==> src/rtl/sdram_ctrl_pkg.sv <==
// Shared definitions for the SODIMM SDRAM controller: DIMM command encodings,
// controller FSM states, host address field offsets and the mode-register word.
package sdram_ctrl_pkg;

    // {ras_n, cas_n, we_n}
    typedef enum logic [2:0] {
        CmdMrs = 3'b000,
        CmdRef = 3'b001,
        CmdPre = 3'b010,
        CmdAct = 3'b011,
        CmdWr  = 3'b100,
        CmdRd  = 3'b101,
        CmdNop = 3'b111
    } sd_cmd_e;

    typedef enum logic [3:0] {
        StInitWait,
        StInitPre,
        StInitRef1,
        StInitRef2,
        StInitMrs,
        StIdle,
        StRef,
        StRead,
        StWrite
    } state_e;

    // Host address layout: [22]=rank, [21:20]=bank, [19:8]=row, [7:0]=col
    localparam int unsigned HostAddrBits = 23;
    localparam int unsigned RankBit      = 22;
    localparam int unsigned BankLsb      = 20;
    localparam int unsigned RowLsb       = 8;
    localparam int unsigned ColLsb       = 0;

    // Burst length 1, sequential, CAS latency in A6:A4, standard operation.
    function automatic logic [11:0] mode_word(input int unsigned cas_lat);
        logic [2:0] cl;
        cl = cas_lat[2:0];
        mode_word = {5'b00000, cl, 1'b0, 3'b000};
    endfunction

endpackage

==> src/rtl/sdram_sodimm_ctrl_if.sv <==
// Host request port plus DIMM command/data pins of the SDRAM controller.
//   slave  : controller side (drives ack/read data/DIMM pins, receives requests and DQ input)
//   master : host + DIMM side (drives requests and DQ input)
interface sdram_sodimm_ctrl_if #(
    parameter int unsigned ADDR_BITS = 12,
    parameter int unsigned DATA_BITS = 64
);
    logic                                    req;
    logic                                    req_we;
    logic [sdram_ctrl_pkg::HostAddrBits-1:0] req_addr;
    logic [DATA_BITS-1:0]                    req_wdata;
    logic [DATA_BITS/8-1:0]                  req_mask;
    logic                                    req_ack;
    logic                                    rd_valid;
    logic [DATA_BITS-1:0]                    rd_data;
    logic                                    init_done;
    logic [ADDR_BITS-1:0]                    sd_addr;
    logic [1:0]                              sd_ba;
    logic [1:0]                              sd_cke;
    logic [1:0]                              sd_cs_n;
    logic                                    sd_ras_n;
    logic                                    sd_cas_n;
    logic                                    sd_we_n;
    logic [DATA_BITS/8-1:0]                  sd_dqm;
    logic [DATA_BITS-1:0]                    sd_dq_out;
    logic                                    sd_dq_oe;
    logic [DATA_BITS-1:0]                    sd_dq_in;

    modport slave (
        input  req, req_we, req_addr, req_wdata, req_mask, sd_dq_in,
        output req_ack, rd_valid, rd_data, init_done, sd_addr, sd_ba, sd_cke, sd_cs_n,
               sd_ras_n, sd_cas_n, sd_we_n, sd_dqm, sd_dq_out, sd_dq_oe
    );

    modport master (
        output req, req_we, req_addr, req_wdata, req_mask, sd_dq_in,
        input  req_ack, rd_valid, rd_data, init_done, sd_addr, sd_ba, sd_cke, sd_cs_n,
               sd_ras_n, sd_cas_n, sd_we_n, sd_dqm, sd_dq_out, sd_dq_oe
    );
endinterface

==> src/rtl/sdram_ref_timer.sv <==
// Refresh interval timer. Loads REF_INTERVAL-1 on start, counts down, reloads at 0
// and raises pending. pending saturates and clears on ack.
//   clk, rst_n : clock, async active-low reset
//   start      : one-cycle pulse when init completes
//   ack        : refresh issued this cycle
//   pending    : refresh owed
module sdram_ref_timer #(
    parameter int unsigned REF_INTERVAL = 1560
) (
    input  logic clk,
    input  logic rst_n,
    input  logic start,
    input  logic ack,
    output logic pending
);
    localparam int unsigned     CntW   = $clog2(REF_INTERVAL + 1);
    localparam logic [CntW-1:0] Reload = CntW'(REF_INTERVAL - 1);

    logic [CntW-1:0] cnt_q, cnt_d;
    logic            running_q, running_d;
    logic            pending_q, pending_d;
    logic            expire;

    always_comb begin
        cnt_d     = cnt_q;
        running_d = running_q;
        pending_d = pending_q;
        expire    = running_q && !start && (cnt_q == '0);
        if (start) begin
            cnt_d     = Reload;
            running_d = 1'b1;
        end else if (running_q) begin
            cnt_d = expire ? Reload : cnt_q - 1'b1;
        end
        if (ack) pending_d = 1'b0;
        // An expiry in the same cycle as the ack is a new, separate request.
        if (expire) pending_d = 1'b1;
    end

    always_ff @(posedge clk or negedge rst_n) begin
        if (!rst_n) begin
            cnt_q     <= '0;
            running_q <= 1'b0;
            pending_q <= 1'b0;
        end else begin
            cnt_q     <= cnt_d;
            running_q <= running_d;
            pending_q <= pending_d;
        end
    end

    assign pending = pending_q;
endmodule

==> src/rtl/sdram_sodimm_ctrl.sv <==
// Closed-page SDRAM controller for a 2-rank 64-bit SODIMM: power-up init, periodic
// auto-refresh and single 64-bit accesses (ACT then RD/WR with auto-precharge).
//   clk, rst_n : controller/DIMM clock, async active-low reset
//   bus        : host request port and DIMM pins (slave modport); all outputs registered
module sdram_sodimm_ctrl
    import sdram_ctrl_pkg::*;
#(
    parameter int unsigned ADDR_BITS    = 12,
    parameter int unsigned COL_BITS     = 8,
    parameter int unsigned DATA_BITS    = 64,
    parameter int unsigned CAS_LAT      = 2,
    parameter int unsigned T_RCD        = 2,
    parameter int unsigned T_RP         = 2,
    parameter int unsigned T_RC         = 7,
    parameter int unsigned T_WR         = 2,
    parameter int unsigned T_MRD        = 2,
    parameter int unsigned INIT_WAIT    = 20000,
    parameter int unsigned REF_INTERVAL = 1560
) (
    input logic               clk,
    input logic               rst_n,
    sdram_sodimm_ctrl_if.slave bus
);
    localparam int unsigned MaskBits = DATA_BITS / 8;
    localparam int unsigned WrCycles = (T_RC > T_RCD + T_WR + T_RP) ? T_RC : T_RCD + T_WR + T_RP;
    // Wait-counter end values; cnt_q is 0 in the cycle after a command is issued.
    localparam logic [15:0] InitEnd = 16'(INIT_WAIT);
    localparam logic [15:0] RpEnd   = 16'(T_RP - 1);
    localparam logic [15:0] RcEnd   = 16'(T_RC - 1);
    localparam logic [15:0] MrdEnd  = 16'(T_MRD - 1);
    localparam logic [15:0] RcdEnd  = 16'(T_RCD - 1);
    localparam logic [15:0] CapEnd  = 16'(T_RCD + CAS_LAT);
    localparam logic [15:0] WrEnd   = 16'(WrCycles - 1);

    state_e                 state_q, state_d;
    logic [15:0]            cnt_q, cnt_d;
    logic [1:0]             cke_q, cke_d, cs_n_q, cs_n_d, ba_q, ba_d;
    sd_cmd_e                cmd_q, cmd_d;
    logic [ADDR_BITS-1:0]   addr_q, addr_d;
    logic [MaskBits-1:0]    dqm_q, dqm_d, acc_mask_q, acc_mask_d;
    logic [DATA_BITS-1:0]   dq_out_q, dq_out_d, rd_data_q, rd_data_d, acc_wdata_q, acc_wdata_d;
    logic                   dq_oe_q, dq_oe_d, req_ack_q, req_ack_d, rd_valid_q, rd_valid_d;
    logic                   init_done_q, init_done_d, acc_rank_q, acc_rank_d;
    logic [1:0]             acc_bank_q, acc_bank_d;
    logic [COL_BITS-1:0]    acc_col_q, acc_col_d;
    logic                   sched, ref_ack, ref_pending;

    sdram_ref_timer #(
        .REF_INTERVAL(REF_INTERVAL)
    ) u_ref_timer (
        .clk    (clk),
        .rst_n  (rst_n),
        .start  (init_done_d & ~init_done_q),
        .ack    (ref_ack),
        .pending(ref_pending)
    );

    always_comb begin
        state_d     = state_q;
        cnt_d       = cnt_q + 16'd1;
        cke_d       = 2'b11;
        cs_n_d      = 2'b11;
        cmd_d       = CmdNop;
        addr_d      = '0;
        ba_d        = '0;
        dqm_d       = init_done_q ? '0 : '1;
        dq_out_d    = '0;
        dq_oe_d     = 1'b0;
        req_ack_d   = 1'b0;
        rd_valid_d  = 1'b0;
        rd_data_d   = rd_data_q;
        init_done_d = init_done_q;
        acc_rank_d  = acc_rank_q;
        acc_bank_d  = acc_bank_q;
        acc_col_d   = acc_col_q;
        acc_wdata_d = acc_wdata_q;
        acc_mask_d  = acc_mask_q;
        ref_ack     = 1'b0;
        sched       = 1'b0;

        unique case (state_q)
            StInitWait: if (cnt_q == InitEnd) begin
                state_d    = StInitPre;
                cnt_d      = '0;
                cs_n_d     = 2'b00;
                cmd_d      = CmdPre;
                addr_d[10] = 1'b1;
            end
            StInitPre: if (cnt_q == RpEnd) begin
                state_d = StInitRef1;
                cnt_d   = '0;
                cs_n_d  = 2'b00;
                cmd_d   = CmdRef;
            end
            StInitRef1: if (cnt_q == RcEnd) begin
                state_d = StInitRef2;
                cnt_d   = '0;
                cs_n_d  = 2'b00;
                cmd_d   = CmdRef;
            end
            StInitRef2: if (cnt_q == RcEnd) begin
                state_d = StInitMrs;
                cnt_d   = '0;
                cs_n_d  = 2'b00;
                cmd_d   = CmdMrs;
                addr_d  = ADDR_BITS'(mode_word(CAS_LAT));
            end
            StInitMrs: if (cnt_q == MrdEnd) begin
                init_done_d = 1'b1;
                dqm_d       = '0;
                sched       = 1'b1;
            end
            StIdle: sched = 1'b1;
            StRef:  sched = (cnt_q == RcEnd);
            StRead: begin
                if (cnt_q == RcdEnd) begin
                    cs_n_d[acc_rank_q]   = 1'b0;
                    cmd_d                = CmdRd;
                    ba_d                 = acc_bank_q;
                    addr_d[10]           = 1'b1;
                    addr_d[COL_BITS-1:0] = acc_col_q;
                end
                // Data on the pins during cycle T_RCD+CAS_LAT lands in rd_data_q here.
                if (cnt_q == CapEnd) begin
                    rd_data_d  = bus.sd_dq_in;
                    rd_valid_d = 1'b1;
                end
                sched = (cnt_q == RcEnd);
            end
            StWrite: begin
                if (cnt_q == RcdEnd) begin
                    cs_n_d[acc_rank_q]   = 1'b0;
                    cmd_d                = CmdWr;
                    ba_d                 = acc_bank_q;
                    addr_d[10]           = 1'b1;
                    addr_d[COL_BITS-1:0] = acc_col_q;
                    dq_oe_d              = 1'b1;
                    dq_out_d             = acc_wdata_q;
                    dqm_d                = acc_mask_q;
                end
                sched = (cnt_q == WrEnd);
            end
            default: state_d = StIdle;
        endcase

        // Idle decision, also taken in the last cycle of a wait so back-to-back work
        // starts exactly when the previous timing window closes.
        if (sched) begin
            state_d = StIdle;
            cnt_d   = '0;
            if (ref_pending) begin
                state_d = StRef;
                cs_n_d  = 2'b00;
                cmd_d   = CmdRef;
                ref_ack = 1'b1;
            end else if (bus.req) begin
                state_d                     = bus.req_we ? StWrite : StRead;
                cs_n_d[bus.req_addr[RankBit]] = 1'b0;
                cmd_d                       = CmdAct;
                ba_d                        = bus.req_addr[BankLsb +: 2];
                addr_d                      = bus.req_addr[RowLsb +: ADDR_BITS];
                req_ack_d                   = 1'b1;
                acc_rank_d                  = bus.req_addr[RankBit];
                acc_bank_d                  = bus.req_addr[BankLsb +: 2];
                acc_col_d                   = bus.req_addr[ColLsb +: COL_BITS];
                acc_wdata_d                 = bus.req_wdata;
                acc_mask_d                  = bus.req_mask;
            end
        end
    end

    always_ff @(posedge clk or negedge rst_n) begin
        if (!rst_n) begin
            state_q     <= StInitWait;
            cnt_q       <= '0;
            cke_q       <= 2'b00;
            cs_n_q      <= 2'b11;
            cmd_q       <= CmdNop;
            addr_q      <= '0;
            ba_q        <= '0;
            dqm_q       <= '1;
            dq_out_q    <= '0;
            dq_oe_q     <= 1'b0;
            req_ack_q   <= 1'b0;
            rd_valid_q  <= 1'b0;
            rd_data_q   <= '0;
            init_done_q <= 1'b0;
            acc_rank_q  <= 1'b0;
            acc_bank_q  <= '0;
            acc_col_q   <= '0;
            acc_wdata_q <= '0;
            acc_mask_q  <= '0;
        end else begin
            state_q     <= state_d;
            cnt_q       <= cnt_d;
            cke_q       <= cke_d;
            cs_n_q      <= cs_n_d;
            cmd_q       <= cmd_d;
            addr_q      <= addr_d;
            ba_q        <= ba_d;
            dqm_q       <= dqm_d;
            dq_out_q    <= dq_out_d;
            dq_oe_q     <= dq_oe_d;
            req_ack_q   <= req_ack_d;
            rd_valid_q  <= rd_valid_d;
            rd_data_q   <= rd_data_d;
            init_done_q <= init_done_d;
            acc_rank_q  <= acc_rank_d;
            acc_bank_q  <= acc_bank_d;
            acc_col_q   <= acc_col_d;
            acc_wdata_q <= acc_wdata_d;
            acc_mask_q  <= acc_mask_d;
        end
    end

    assign bus.sd_cke                                = cke_q;
    assign bus.sd_cs_n                               = cs_n_q;
    assign {bus.sd_ras_n, bus.sd_cas_n, bus.sd_we_n} = cmd_q;
    assign bus.sd_addr                               = addr_q;
    assign bus.sd_ba                                 = ba_q;
    assign bus.sd_dqm                                = dqm_q;
    assign bus.sd_dq_out                             = dq_out_q;
    assign bus.sd_dq_oe                              = dq_oe_q;
    assign bus.req_ack                               = req_ack_q;
    assign bus.rd_valid                              = rd_valid_q;
    assign bus.rd_data                               = rd_data_q;
    assign bus.init_done                             = init_done_q;
endmodule

==> src/flat_wrapper.sv <==
// flat-port wrapper written by rule: the top's interface ports become plain ports
module sdram_sodimm_ctrl_flat import sdram_ctrl_pkg::*;
#(
    parameter int unsigned ADDR_BITS    = 12,
    parameter int unsigned COL_BITS     = 8,
    parameter int unsigned DATA_BITS    = 64,
    parameter int unsigned CAS_LAT      = 2,
    parameter int unsigned T_RCD        = 2,
    parameter int unsigned T_RP         = 2,
    parameter int unsigned T_RC         = 7,
    parameter int unsigned T_WR         = 2,
    parameter int unsigned T_MRD        = 2,
    parameter int unsigned INIT_WAIT    = 20000,
    parameter int unsigned REF_INTERVAL = 1560
)
  (clk, rst_n, bus_req, bus_req_we, bus_req_addr, bus_req_wdata, bus_req_mask, bus_sd_dq_in, bus_req_ack, bus_rd_valid, bus_rd_data, bus_init_done, bus_sd_addr, bus_sd_ba, bus_sd_cke, bus_sd_cs_n, bus_sd_ras_n, bus_sd_cas_n, bus_sd_we_n, bus_sd_dqm, bus_sd_dq_out, bus_sd_dq_oe);
  sdram_sodimm_ctrl_if #(.ADDR_BITS(ADDR_BITS), .DATA_BITS(DATA_BITS)) bus_i ();
  input logic clk;
  input logic rst_n;
  input wire logic [$bits(bus_i.req)-1:0] bus_req;
  input wire logic [$bits(bus_i.req_we)-1:0] bus_req_we;
  input wire logic [$bits(bus_i.req_addr)-1:0] bus_req_addr;
  input wire logic [$bits(bus_i.req_wdata)-1:0] bus_req_wdata;
  input wire logic [$bits(bus_i.req_mask)-1:0] bus_req_mask;
  input wire logic [$bits(bus_i.sd_dq_in)-1:0] bus_sd_dq_in;
  output wire logic [$bits(bus_i.req_ack)-1:0] bus_req_ack;
  output wire logic [$bits(bus_i.rd_valid)-1:0] bus_rd_valid;
  output wire logic [$bits(bus_i.rd_data)-1:0] bus_rd_data;
  output wire logic [$bits(bus_i.init_done)-1:0] bus_init_done;
  output wire logic [$bits(bus_i.sd_addr)-1:0] bus_sd_addr;
  output wire logic [$bits(bus_i.sd_ba)-1:0] bus_sd_ba;
  output wire logic [$bits(bus_i.sd_cke)-1:0] bus_sd_cke;
  output wire logic [$bits(bus_i.sd_cs_n)-1:0] bus_sd_cs_n;
  output wire logic [$bits(bus_i.sd_ras_n)-1:0] bus_sd_ras_n;
  output wire logic [$bits(bus_i.sd_cas_n)-1:0] bus_sd_cas_n;
  output wire logic [$bits(bus_i.sd_we_n)-1:0] bus_sd_we_n;
  output wire logic [$bits(bus_i.sd_dqm)-1:0] bus_sd_dqm;
  output wire logic [$bits(bus_i.sd_dq_out)-1:0] bus_sd_dq_out;
  output wire logic [$bits(bus_i.sd_dq_oe)-1:0] bus_sd_dq_oe;
  assign bus_i.req = bus_req;
  assign bus_i.req_we = bus_req_we;
  assign bus_i.req_addr = bus_req_addr;
  assign bus_i.req_wdata = bus_req_wdata;
  assign bus_i.req_mask = bus_req_mask;
  assign bus_i.sd_dq_in = bus_sd_dq_in;
  assign bus_req_ack = bus_i.req_ack;
  assign bus_rd_valid = bus_i.rd_valid;
  assign bus_rd_data = bus_i.rd_data;
  assign bus_init_done = bus_i.init_done;
  assign bus_sd_addr = bus_i.sd_addr;
  assign bus_sd_ba = bus_i.sd_ba;
  assign bus_sd_cke = bus_i.sd_cke;
  assign bus_sd_cs_n = bus_i.sd_cs_n;
  assign bus_sd_ras_n = bus_i.sd_ras_n;
  assign bus_sd_cas_n = bus_i.sd_cas_n;
  assign bus_sd_we_n = bus_i.sd_we_n;
  assign bus_sd_dqm = bus_i.sd_dqm;
  assign bus_sd_dq_out = bus_i.sd_dq_out;
  assign bus_sd_dq_oe = bus_i.sd_dq_oe;
  sdram_sodimm_ctrl #(.ADDR_BITS(ADDR_BITS), .COL_BITS(COL_BITS), .DATA_BITS(DATA_BITS), .CAS_LAT(CAS_LAT), .T_RCD(T_RCD), .T_RP(T_RP), .T_RC(T_RC), .T_WR(T_WR), .T_MRD(T_MRD), .INIT_WAIT(INIT_WAIT), .REF_INTERVAL(REF_INTERVAL)) u_core (.clk(clk), .rst_n(rst_n), .bus(bus_i));
endmodule
==> config.mk <==
export PLATFORM = sky130hd
export DESIGN_NAME = sdram_sodimm_ctrl_flat
export DESIGN_NICKNAME = d
export VERILOG_FILES = /design/src/rtl/sdram_ctrl_pkg.sv /design/src/rtl/sdram_sodimm_ctrl_if.sv /design/src/rtl/sdram_ref_timer.sv /design/src/rtl/sdram_sodimm_ctrl.sv /design/src/flat_wrapper.sv
export SDC_FILE = /design/constraint.sdc
export NUM_CORES = 1
export LEC_CHECK = 0
export ABC_CLOCK_PERIOD_IN_PS = 2190
export CAP_MARGIN = 20
export CORE_ASPECT_RATIO = 0.7
export CORE_MARGIN = 2
export CORE_UTILIZATION = 43
export DETAILED_ROUTE_END_ITERATION = 12
export PLACE_DENSITY = 0.88
export SETUP_SLACK_MARGIN = 0.5
export SYNTH_ARGS = -nofsm -noshare
export SYNTH_HDL_FRONTEND = slang
export SYNTH_HIERARCHICAL = 1
export SYNTH_SLANG_ARGS = --single-unit
==> constraint.sdc <==
create_clock -name clk -period 2.19 [get_ports clk]
set_input_delay 0.5475 -clock clk [delete_from_list [all_inputs] [get_ports clk]]
set_output_delay 0.5475 -clock clk [all_outputs]
set_load 0.005 [all_outputs]
[After elaboration in Yosys (flattened, before gate mapping)]
Index checks and enable logic that the tools add are counted.
Cells by class
  add/subtract/negate cells: 2
  $lt $le $gt $ge: 4
  equal/unequal tests: 17
  reductions and logical operators: 16
  bitwise logic cells: 6
  muxes and demuxes: 72
Operators with widths (number)
  $mux W64: 2
  $mux W16: 4
  $pmux W16 S3: 1
  $mux W12: 3
  $mux W11: 3
  $eq A16 B3 Y1 const B: 2
  $mux W4: 8
  $mux W8: 4
  $pmux W8 S2: 2
  $mux W2: 14
  $mux W3: 7
  $pmux W4 S5: 1
  $pmux W3 S6: 1
  $add A16 B1 Y16 const B: 1
  $eq A16 B1 Y1 const B: 1
  $eq A16 B15 Y1 const B: 1
  $eq A4 B3 Y1 const B: 4
  $mux W1: 16
  $ne A3 B1 Y1 const B: 4
  $logic_not A11 Y1: 1
  $sub A11 B1 Y11 const B: 1
  $eq A4 B2 Y1 const B: 2
  $pmux W2 S4: 1
  $mux W6: 1
  21 further kinds: 32
Storage, ports and cells
  output and inout bits: 161
  register bits: 276
  word-level logic and storage cells: 139
  bits of input ports: 163

[Depth between registers and ports, before layout]
  depth after elaboration: 11
  mapped depth: 11
  mapped depth without buffers: 9

[Hierarchy]
Netlist, hierarchy kept.
By module, submodules not included
  sdram_sodimm_ctrl: seq. area each 6597.6 µm², area an instance 10020.9 µm², cells an instance 865, instances 1
  sdram_ref_timer: seq. area each 325.3 µm², area an instance 739.5 µm², cells an instance 73, instances 1

[Worst setup path before layout]
Ideal clock, no wire load.
  path type: reg-to-reg
  from: reg u_core.cnt_q[0]
  to: reg u_core.u_ref_timer.cnt_q[4]
  clock period less this slack: 2.349 ns
  library setup time: 0.136 ns
  buffers on the path: 0
  arrival: 2.214 ns
  setup slack: -0.159 ns
  data required time: 2.054 ns
  cell stages (with the launch flop): 9
  cell sequence: dfrtp_1 ha_1 nor4b_1 and4_1 and3_2 nor2b_1 or4b_2 o22ai_1 a21oi_1
On the way
  word-level cells in the longest chain between the ends: 10
  elaborated cells on any way between the ends: 11
  classes of those cells: eq/ne: 1; mux: 5; bitwise: 1; reduce/logical: 4
RTL lines
  start, declared: line sdram_sodimm_ctrl.sv:36  | logic [15:0] cnt_q, cnt_d;
  start signal, assigned: line sdram_sodimm_ctrl.sv:195  | cnt_q <= cnt_d;
  $eq A16 B1 Y1 (*): line sdram_sodimm_ctrl.sv:108  | StInitMrs: if (cnt_q == MrdEnd) begin
  $mux W1 (*): line sdram_sodimm_ctrl.sv:108
  $mux W1 (*): line sdram_sodimm_ctrl.sv:81  | unique case (state_q)
  $and A1 B1 Y1 (*): line sdram_sodimm_ctrl.sv:53  | .start (init_done_d & ~init_done_q),
  $logic_not A1 Y1: line sdram_ref_timer.sv:28  | expire = running_q && !start && (cnt_q == '0);
  $logic_and A1 B1 Y1 (2 in a row): line sdram_ref_timer.sv:28
  $mux W11: line sdram_ref_timer.sv:33  | cnt_d = expire ? Reload : cnt_q - 1'b1;
  $mux W11: line sdram_ref_timer.sv:32  | end else if (running_q) begin
  $mux W11: line sdram_ref_timer.sv:29  | if (start) begin
  end signal, assigned: line sdram_ref_timer.sv:46  | cnt_q <= cnt_d;
  end, declared: line sdram_ref_timer.sv:19  | logic [CntW-1:0] cnt_q, cnt_d;
Mark *: on every way between the ends. The rest lies on a longest branch, timed or not. The select of a mux whose other input is x is not followed.
A chain may end at the register's enable or synchronous reset.

[Worst setup path in the final report]
  from: reg u_core.cnt_q[0]
  to: reg u_core.addr_q[4], in the netlist u_core/bus.sd_addr[4]
On the way
  word-level cells in the longest chain between the ends: 6
  elaborated cells on any way between the ends: 9
  classes of those cells: eq/ne: 2; mux: 7
RTL lines
  $eq A16 B1 Y1: line sdram_sodimm_ctrl.sv:108, sdram_sodimm_ctrl.sv:116, sdram_sodimm_ctrl.sv:131
  $mux W8: line sdram_sodimm_ctrl.sv:116, sdram_sodimm_ctrl.sv:131
  $pmux W8 S2: line sdram_sodimm_ctrl.sv:81
  $mux W12: line sdram_sodimm_ctrl.sv:156  | end else if (bus.req) begin
  $mux W12: line sdram_sodimm_ctrl.sv:151  | if (ref_pending) begin
  $mux W12 (*): line sdram_sodimm_ctrl.sv:148  | if (sched) begin
  net u_core.addr_d[4]: line sdram_sodimm_ctrl.sv:39  | logic [ADDR_BITS-1:0] addr_q, addr_d;
  end signal, assigned: line sdram_sodimm_ctrl.sv:199  | addr_q <= addr_d;
  end, declared: line sdram_sodimm_ctrl.sv:39
Mark *: on every way through the listed nets, which the timed path passes. The rest lies on a longest branch.

==> metrics.md <==
| Metric | Value |
|---|---|
| DR WL/cell | 21.33 microns |
| Top FF cell, synth | dfrtp_1 |
| Worst Path Max Fanout | 5 |
| Area grow syn2layout | 63.31% |
| Initial DRC Count | 716 |
| Synth Area in Simple Gates | 0.1916 |
| Overflow after GRT | 0 |
| H-tree levels | 1 |
| IO Count | 324 |
| Largest family of logic cells by synthesized area | simple AND/OR/NAND/NOR gates |
| Max cap viols | 0 |
| Max IR drop VDD | 0.0007052 V |
| Worst hold slack | 0.4608 ns |
| Vias after detailed routing | 9092 |
| RePlAce Congestion | 0.8621 |
| Largest net degree at the start of global routing | 59 |
| Die Y | 136.4 microns |
| Largest area contributor in the synthesized netlist | dfrtp_1 |
| Total power draw | 0.02135 W |
| Seq cells post-synth | 276 |
| Critical Path AT | 2.69 ns |
| Clock root cell | clkbuf_16 |
| Setup CP Type | reg2reg |
| Mapped Area | 10760 sq um |
| Worst setup SP type | register |
| Post-synthesis async set-or-reset flop share | 1.000 |
| DRT Wirelength | 36.63 mm |
| Setup TNS after final layout | -0.6190 ns |
| Clock Skews | 0.01050 ns |
| DR vias/cell | 5.295 |
| Post-route cell area | 17570 sq um |
| Port Buffers | 323 |
| Die ar. | 26330 sq um |
| Post-route DRC | 0 |
| GRT Resource Usage Total | 0.2573 |
| Initial DRT Pass Iterations | 5 |
| Synth Area in Adders | 0.006977 |
| Synth Area in Compound Gates | 0.04895 |
| Max Root-Sink Buffers | 3 |
| Dpl cells | 1596 |
| Unrepaired setup endpoints after global routing | true |
| Synth top area cells | dfrtp_1 61%, nand2_1 9.3%, mux2_2 5.4%, and3_1 4.2%, dfstp_2 3.2% |
| Starting Density | 0.4370 |
| Post-layout minimum cycle time | 2.254 ns |
| Layout cells sized above 1 | 0.2812 |
| Fin worst setup slack | -0.06416 ns |
| Dpl cell area | 14780 sq um |
| Post-Syn Instances | 938 |
| Number of synthesized flops with an enable pin | 0 |
| TritonCTS Sinks | 276 |
| Syn. warnings | 6 |
| Status | finished, violations left |
| Std cell rows | 48 |
| PwrDens | 1215 nW/um^2 |
| Setup Viol. Count Final | 33 |
| CTS tree | built |
| Final Hold Viols | 0 |
| Most frequent cells after synthesis | 268 x nand2_1, 263 x dfrtp_1, 72 x and3_1, 52 x mux2_2, 36 x nor2_1 |
| Mapped Nets | 1107 |
| Most frequent cell after synthesis | nand2_1 |
| First-pass GRT wire length | 51.96 mm |
| Post-synthesis mux area share | 0.06698 |
| Die width | 193.1 microns |
| Slew Limit Fails | 0 |
| Register area share after synthesis | 0.6434 |
| Failing checks | setup timing |
| Vias in the first global route | 9211 |
| Worst Path Required | 2.62 ns |
| Worst-Skew Late Latency | 0.55 ns |
| Fmax | 0.4436 GHz |
| Dpl hpwl | 21.40 mm |
| Clock Pin Slew Worst Setup and Hold Paths | 0.06 ns |
| Number of distinct library cells after synthesis | 65 |
| XOR/XNOR Fraction of Synth Area | 0.01221 |
| Lkg Pwr | 8.472 nW |
| Critical path endpoint category | register |
| Area share of the largest cell type after synthesis | 0.6116 |
| Num CTS Buffers | 27 |
| Final ANT Viol Nets | 0 |
| Final period util | 1.029 |
| Worst relative slew slack | 0.4610 |
| Worst Tran Pin Value | 0.8019 ns |
| Fin cells | 1717 |
| Initial antenna violation count | 6 |
| Core Box Area | 24620 sq um |
| Mean post-synth cell area | 11.47 sq um |
| Hold Path Class | reg2reg |
| Nets | 1535 |
[flip-flops by register name (all words and copies together), names as in the netlist]
signal	cells
u_core/bus.init_done	1
u_core/bus.sd_cke	1
u_core/acc_mask_q	8
u_core/bus.rd_data	64
u_core/state_q	4
u_core/acc_col_q	8
u_core/acc_wdata_q	64
u_core/bus.rd_valid	1
u_core/bus.sd_dq_out	64
u_core/bus.req_ack	1
u_core/acc_rank_q	1
u_core/u_ref_timer/pending	1
u_core/bus.sd_dqm	8
u_core/acc_bank_q	2
u_core/bus.sd_dq_oe	1
u_core/cnt_q	16
u_core/bus.sd_ba	2
u_core/cmd_q	3
u_core/bus.sd_cs_n	2
u_core/u_ref_timer/running_q	1
u_core/u_ref_timer/cnt_q	11
u_core/bus.sd_addr	12
[layout by cell type, fill, tap and decap left out, drive strengths merged, types with 4 or more instances in the layout]
master / Yosys / layout
a21o: 8 / 8
a21oi: 11 / 11
a22o: 8 / 8
a31oi: 5 / 5
and2: 8 / 8
and3: 73 / 73
buf: 25 / 131
bufinv: 0 / 4
clkbuf: 27 / 44
clkdlybuf4s50: 0 / 308
clkinv: 0 / 9
dfrtp: 263 / 263
dfstp: 13 / 13
diode: 0 / 5
ha: 6 / 6
inv: 14 / 14
mux2: 64 / 64
nand2: 268 / 268
nand3: 8 / 8
nand4: 5 / 5
nor2: 37 / 37
nor2b: 4 / 4
nor3: 10 / 10
nor4: 4 / 4
o211ai: 5 / 5
o21ai: 7 / 7
o311ai: 5 / 5
o41ai: 4 / 4
or2: 4 / 4
or4: 4 / 4
xnor2: 8 / 8
xor2: 7 / 7
[per-layer routing]
layer / vias up / global-route usage / part of all wire
li1: 4024 / - / -
met1: 4555 / 0.3384 / 0.40
met2: 442 / 0.4296 / 0.49
met3: 71 / 0.05550 / 0.085
met4: 0 / 0.07660 / 0.028
met5: - / 0 / 0
[report_power, final]
group	internal [W]	switching (W)	leakage (nW)
Combinational	0.00466	0.00371	4.37
Clock	0.00308	0.00203	0.496
Sequential	0.00675	0.00111	3.61
[area by class of cell]
type	instances	area, sq um
Tap cell	325	406.6
Clock buffer	38	817.0
Antenna cell	5	12.51
Clock inverter	12	177.7
Sequential cell	276	6924
Fill cell	1605	7051
Multi-Input combinational cell	596	4167
Timing Repair inverter	2	32.53
Inverter	14	72.57
Timing Repair Buffer	449	4964
[critical path, cell delays in order (launching register included)]
cell,delay (ns)
dfrtp_1,0.40
ha_2,0.18
nor4b_4,0.13
and4_4,0.19
and3_4,0.17
o311ai_4,0.32
buf_6,0.22
clkinv_8,0.09
bufbuf_16,0.27
a22o_1,0.17
[metrics by stage]
stage	utilization	worst slack, ns
floorplan	-	0.09043
global placement	0.6003	-0.006984
detailed placement	0.6003	-0.05998
CTS	0.6925	-0.004664
global route	0.7135	-0.1200
finish	0.7137	-0.06416
[timing repair]
| action | CTS | global route |
|---|---|---|
| setup endpoints to repair | 433 | 433 |
| hold endpoints to repair | 45 | 0 |
| setup buffers | 34 | 6 |
| hold buffers | 1 | 0 |
| cloned | 18 | 7 |
| resized for setup | 221 | 84 |
| pin swaps | 45 | 24 |
[worst paths after layout]
path	cells past startpoint	endpoint	slack, ns	from
min	2	u_core/acc_wdata_q[20]	0.46	u_core/acc_wdata_q[20]
max reg2reg	9	u_core/bus.sd_addr[4]	-0.06	u_core/cnt_q[0]
max	9	u_core/bus.sd_addr[4]	-0.06	u_core/cnt_q[0]
min in group asynchronous	2	u_core/acc_wdata_q[5]	0.51	rst_n
max in group asynchronous	3	u_core/bus.sd_dqm[7]	0.96	rst_n
min reg2reg	2	u_core/acc_wdata_q[20]	0.46	u_core/acc_wdata_q[20]
[kinds of logic (layout without fill, tap and decap cells)]
family,Yosys count,in the layout
simple gates,439,439
flops,276,276
fa+ha+maj,6,6
other cells,1,6
compound gates,71,71
xor+xnor,15,15
buf+inv,66,515
mux,64,64
Note: power is estimated with default switching activity, not from simulation.
